==> config.mk <==
export PLATFORM = sky130hd
export DESIGN_NAME = readout_buffer_scheduler
export DESIGN_NICKNAME = d
export VERILOG_FILES = /design/src/rtl/readout_buffer_scheduler.sv
export SDC_FILE = /design/constraint.sdc
export NUM_CORES = 1
export LEC_CHECK = 0
export ABC_AREA = 1
export CORE_UTILIZATION = 39
export CTS_BUF_LIST = sky130_fd_sc_hd__clkbuf_8
export DETAILED_ROUTE_END_ITERATION = 6
export PLACE_DENSITY = 0.86
export SYNTH_ARGS = -nofsm -noshare
export SYNTH_HDL_FRONTEND = slang
export SYNTH_SLANG_ARGS = --single-unit
==> constraint.sdc <==
create_clock -name iCLK -period 3.1 [get_ports iCLK]
set_input_delay 0.465 -clock iCLK [delete_from_list [all_inputs] [get_ports iCLK]]
set_output_delay 0.465 -clock iCLK [all_outputs]
set_load 0.02 [all_outputs]
==> src/rtl/readout_buffer_scheduler.sv <==
// Arbitrates the single result buffer between the compute writer and the SPI read controller.
// Registered FSM: IDLE -> FILL -> READY -> READOUT -> IDLE. RAM port signals are muxed from the state.
module readout_buffer_scheduler #(
   parameter int AW    = 6,
   parameter int DW    = 8,
   parameter int DEPTH = 37
) (
   input  logic          iCLK,
   input  logic          iRST,
   input  logic          iCLR,
   input  logic          iWR_REQ,
   output logic          oWR_GNT,
   input  logic          iWR_EN,
   input  logic [AW-1:0] iWR_ADDR,
   input  logic [DW-1:0] iWR_DATA,
   input  logic          iWR_DONE,
   input  logic          iCS_ACT,
   output logic          oRd_CTRL_EN,
   output logic          oRd_CTRL_CLR,
   input  logic          iRd_EN,
   input  logic [AW-1:0] iRd_ADDR,
   input  logic          iRd_DONE,
   output logic          oMEM_EN,
   output logic          oMEM_WE,
   output logic [AW-1:0] oMEM_ADDR,
   output logic [DW-1:0] oMEM_WDATA,
   output logic          oREADY,
   output logic          oOVR,
   output logic          oADDR_ERR,
   output logic [7:0]    oFRAME_CNT
);

   typedef enum logic [1:0] {IDLE, FILL, READY, READOUT} state_t;

   state_t     r_state, w_nxt;
   logic       r_clr_pls;
   logic       r_ovr;
   logic       r_addr_err;
   logic [7:0] r_frame_cnt;
   logic       w_addr_ok;
   logic       w_clr_evt;

   assign w_addr_ok = (iWR_ADDR <= AW'(DEPTH - 1));

   // Abort (READOUT->READY) is both an exit and an entry but yields a single pulse.
   assign w_clr_evt = ((w_nxt == READY) && (r_state != READY)) ||
                      ((r_state == READOUT) && (w_nxt != READOUT));

   always_ff @(posedge iCLK or posedge iRST) begin
      if (iRST) begin
         r_state     <= IDLE;
         r_clr_pls   <= 1'b0;
         r_ovr       <= 1'b0;
         r_addr_err  <= 1'b0;
         r_frame_cnt <= 8'd0;
      end else if (iCLR) begin
         r_state     <= IDLE;
         r_clr_pls   <= 1'b0;
         r_ovr       <= 1'b0;
         r_addr_err  <= 1'b0;
         r_frame_cnt <= 8'd0;
      end else begin
         r_state   <= w_nxt;
         r_clr_pls <= w_clr_evt;
         if (iWR_REQ && ((r_state == READY) || (r_state == READOUT)))
            r_ovr <= 1'b1;
         if ((r_state == FILL) && iWR_EN && !w_addr_ok)
            r_addr_err <= 1'b1;
         if ((r_state == READOUT) && iRd_DONE)
            r_frame_cnt <= r_frame_cnt + 8'd1;
      end
   end

   always_comb begin
      w_nxt       = r_state;
      oWR_GNT     = 1'b0;
      oREADY      = 1'b0;
      oRd_CTRL_EN = 1'b0;
      oMEM_EN     = 1'b0;
      oMEM_WE     = 1'b0;
      oMEM_ADDR   = '0;
      oMEM_WDATA  = '0;
      case (r_state)
         IDLE: begin
            if (iWR_REQ) w_nxt = FILL;
         end
         FILL: begin
            oWR_GNT    = 1'b1;
            oMEM_EN    = iWR_EN & w_addr_ok;
            oMEM_WE    = iWR_EN & w_addr_ok;
            oMEM_ADDR  = iWR_ADDR;
            oMEM_WDATA = iWR_DATA;
            if (iWR_DONE) w_nxt = READY;
         end
         READY: begin
            oREADY = 1'b1;
            if (iCS_ACT) w_nxt = READOUT;
         end
         READOUT: begin
            oRd_CTRL_EN = iCS_ACT;
            oMEM_EN     = iRd_EN;
            oMEM_ADDR   = iRd_ADDR;
            // Done wins over a simultaneous chip-select drop.
            if (iRd_DONE)      w_nxt = IDLE;
            else if (!iCS_ACT) w_nxt = READY;
         end
         default: w_nxt = IDLE;
      endcase
   end

   assign oRd_CTRL_CLR = iRST | iCLR | r_clr_pls;
   assign oOVR         = r_ovr;
   assign oADDR_ERR    = r_addr_err;
   assign oFRAME_CNT   = r_frame_cnt;

endmodule

==> impl_metrics.csv <==
group,metric,value,unit
clock_tree,postCtsSetupBuffers,0,
critical_path,r2r-start,"r_state[1]",
pwr,vdd_ir_drop_max,0.347,mV
synthesis,synth_area_per_cell,6.67,sq um
clock_tree,clk_pin_slew,50,ps
synthesis,synthAdderAreaFrac,1.43,%
worst_hold_path,whs_endpoint,"oOVR",
pwr,p_total,0.511,mW
critical_path,critPathMaxStageDelay,620,ps
critical_path,crit_family,"buffers and inverters",
synthesis,synth_cell_types,19,
timing,setup_viol,0,
timing,maxSlewHeadroom,82.2,%
critical_path,r2r_slack,1910,ps
timing,fin_crit_sh,79.9,%
worst_hold_path,hold_path.class,"reg2reg",
detailed_routing,highest-signal-layer,"met4",
worst_hold_path,holdPathStages,2,
clock_tree,clock_sinks,13,
pwr,clkPwrFrac,28.6,%
timing,final_hold_viol_count,0,
detailed_routing,wl_met3,191,microns
place,dp.cells,216,
floorplan,initial_utilization,42.8,%
synthesis,syn-num-nets,161,
global_routing,grt_pass1_wl,4820,microns
critical_path,cpMostUsedCell,"nand2_1",
clock_tree,cts_tree,"yes",
timing,worstMarginPinSlew,267,ps
floorplan,io_pins,59,
critical_path,startpoint_type,"input pin",
cells_and_area,drive_above_1_share,7.77,%
synthesis,syn-cell-area,873,sq um
synthesis,synth_top_family_by_area,"simple AND/OR/NAND/NOR gates",
detailed_routing,dr.pass1.iters,4,
pwr,powerDensity,334,nW/um^2
global_routing,grt_overflow_total,0,
run_status,status,"complete, no violations",
cells_and_area,syn2layout_area_growth,75.5,%
critical_path,cp_slowest_cell,"clkdlybuf4s50_1",
critical_path,cp.required,2630,ps
clock_tree,numCtsBuffers,3,
detailed_routing,drt-met1-wl,1260,microns
pwr,p_sw_share,30.6,%
floorplan,rows,16,
clock_tree,clkLatencyLatePin,240,ps
pwr,leakage,0.728,nW
synthesis,yosysSeqAreaShare,37.2,%
floorplan,dieArea,2430,sq um
synthesis,ys_ff_latch,13,
synthesis,synthXorXnorAreaFrac,0,%
critical_path,r2r-end,"oADDR_ERR",
cells_and_area,finalNonFillerCells,220,
floorplan,dieWidth,49.3,microns
detailed_routing,route.vias.total,1071,
detailed_routing,vias_per_cell,4.87,
cells_and_area,nNetsFinal,224,
critical_path,cp_max_fo,2,
place,gp_congestion,0.789,
timing,skew,2.33,ps
timing,setup-tns-final,0,ps
pwr,intPower,0.355,mW
cells_and_area,antennaDiodeCount,0,
timing,finalCriticalPeriod,2480,ps
worst_hold_path,hold_path.startpoint,"oOVR",
detailed_routing,drt-initial-drc-count,33,
critical_path,reg2regPathDepth,5,
synthesis,yosysWarnings,0,
place,dp_hpwl,2220,microns
clock_tree,holdBufCountCts,0,
critical_path,cp.arrival,2010,ps
timing,max_freq,404,MHz
synthesis,synth-simple-area-share,36.2,%
floorplan,core_area,2040,sq um
detailed_routing,wirelength,2800,microns
synthesis,synth_cells,131,
clock_tree,clock_path_buffers,2,
detailed_routing,drc,0,
flow_run,drv_cap,0,
global_routing,track_usage,26.1,%
place,numPortBuffers,58,
floorplan,chipHeight,49.3,microns
timing,slew_violations,0,
cells_and_area,fillers,165,
clock_tree,htreeDepth,1,
global_routing,grt_pass1_vias,1032,
synthesis,synth.area.top_cells,"dfrtp_1 (37%), nand2_1 (13%), nor2_1 (9.9%), inv_1 (9.5%), a21oi_1 (4.6%)",
pwr,combPwrFrac,34.4,%
critical_path,path_cells,"clkdlybuf4s50_1, o21ai_0, nand2_1, nand2_1, nand2_1, o21ai_0, clkdlybuf4s50_1",
clock_tree,root_buffer,"clkbuf_8",
global_routing,grt_max_degree,14,
timing,rsz0062_at_grt,"no",
detailed_routing,route.met2.wl,1340,microns
critical_path,endpoint_kind,"primary output",
pwr,seqPwrFrac,37.0,%
critical_path,path_class,"in2out",
global_routing,antenna_found_initial,0,
synthesis,synth_top_area_share,37.2,%
synthesis,yosys.area.top_type,"dfrtp_1",
synthesis,muxShareOfSynthArea,0,%
pwr,power.switching,0.156,mW
timing,holdWs,508,ps
detailed_routing,ant_nets,0,
synthesis,synth_compound_area_share,13.0,%
detailed_routing,wl_per_cell,12.7,microns
clock_tree,cts_resized,0,
critical_path,path_buf_inv,2,
==> stage by stage <==
step           instance area (sq um)  worst slack (ps)  utilization, %
2_1_floorplan                    873              1360               -
3_3_place_gp                    1490               620            72.9
3_5_place_dp                    1490               598            72.9
4_1_cts                         1530               600            75.1
5_1_grt                         1530               467            75.1
6_report                        1530               624            75.1
==> cells in the mapped netlist, drive strengths merged <==
| master | n |
|---|---|
| nand3 | 8 |
| nor3 | 2 |
| a22o | 4 |
| nand2 | 33 |
| o21ai | 6 |
| ha | 1 |
| a21oi | 8 |
| buf | 1 |
| dfrtp | 13 |
| nor2 | 26 |
| nand4 | 2 |
| inv | 26 |
| a311oi | 1 |
==> registers in the layout, indices dropped and copies added, names as in the netlist <==
name / flops
oADDR_ERR: 1
r_state: 2
r_clr_pls: 1
oFRAME_CNT: 8
oOVR: 1
==> kinds of logic after synthesis <==
family          after synthesis
compound gates               19
fa+ha+maj                     1
simple gates                 71
flops                        13
buf+inv                      27
==> cell usage in the layout (no fill, tap or decap) <==
master and n:
nor3_1 2, o21ai_0 5, ha_1 1, nand3_4 1
dfrtp_1 13, nor2_1 23, nand2_4 1, inv_2 4
clkdlybuf4s50_1 58, buf_4 1, a21oi_1 8, clkbuf_8 3
o21ai_1 1, nand2_2 2, nand2_1 30, nand4_1 2
inv_1 23, nand3_1 7, a22o_1 4, a311oi_1 1
nor2_2 3
==> routing by layer <==
layer	vias to the layer above	GRT usage, %
li1	537	-
met1	483	33.1
met2	49	44.7
met3	2	6.85
met4	0	3.92
met5	-	0
==> cell type report <==
class	count	area (sq um)	area share, %
clock inverters	1	3.75	0.245
repair buffers	59	588	38.4
clock buffers	3	41.3	2.69
inverters	26	97.6	6.37
well taps	27	33.8	2.20
flip-flops and latches	13	325	21.2
multi-input cells	91	443	28.9
==> power by group through the flow <==
| stage | clock, mW | combinational (mW) | sequential (mW) |
|---|---|---|---|
| finish | 0.146 | 0.176 | 0.189 |
| global route | 0.160 | 0.191 | 0.190 |
| CTS | 0.151 | 0.176 | 0.189 |
| detailed placement | 0 | 0.175 | 0.192 |
| global placement | 0 | 0.172 | 0.191 |
| floorplan | 0 | 0.0736 | 0.197 |
==> worst max path at each step <==
stage | end | cells after the start | startpoint | slack, ps
4_1_cts | oMEM_EN | 7 | iWR_ADDR[0] | 600
3_3_place_gp | oMEM_EN | 7 | iWR_ADDR[0] | 620
2_1_floorplan | oMEM_EN | 4 | r_state[1] | 1360
3_5_place_dp | oMEM_EN | 7 | iWR_ADDR[0] | 600
5_1_grt | oMEM_EN | 7 | iWR_ADDR[0] | 470
6_report | oMEM_EN | 7 | iWR_ADDR[0] | 620
==> tightest hold or removal path: stages, from the launching register on <==
cell and delay (ps):
dfrtp_1 340, a21oi_1 40, nor2_1 80
(Power assumes the default switching activity.)
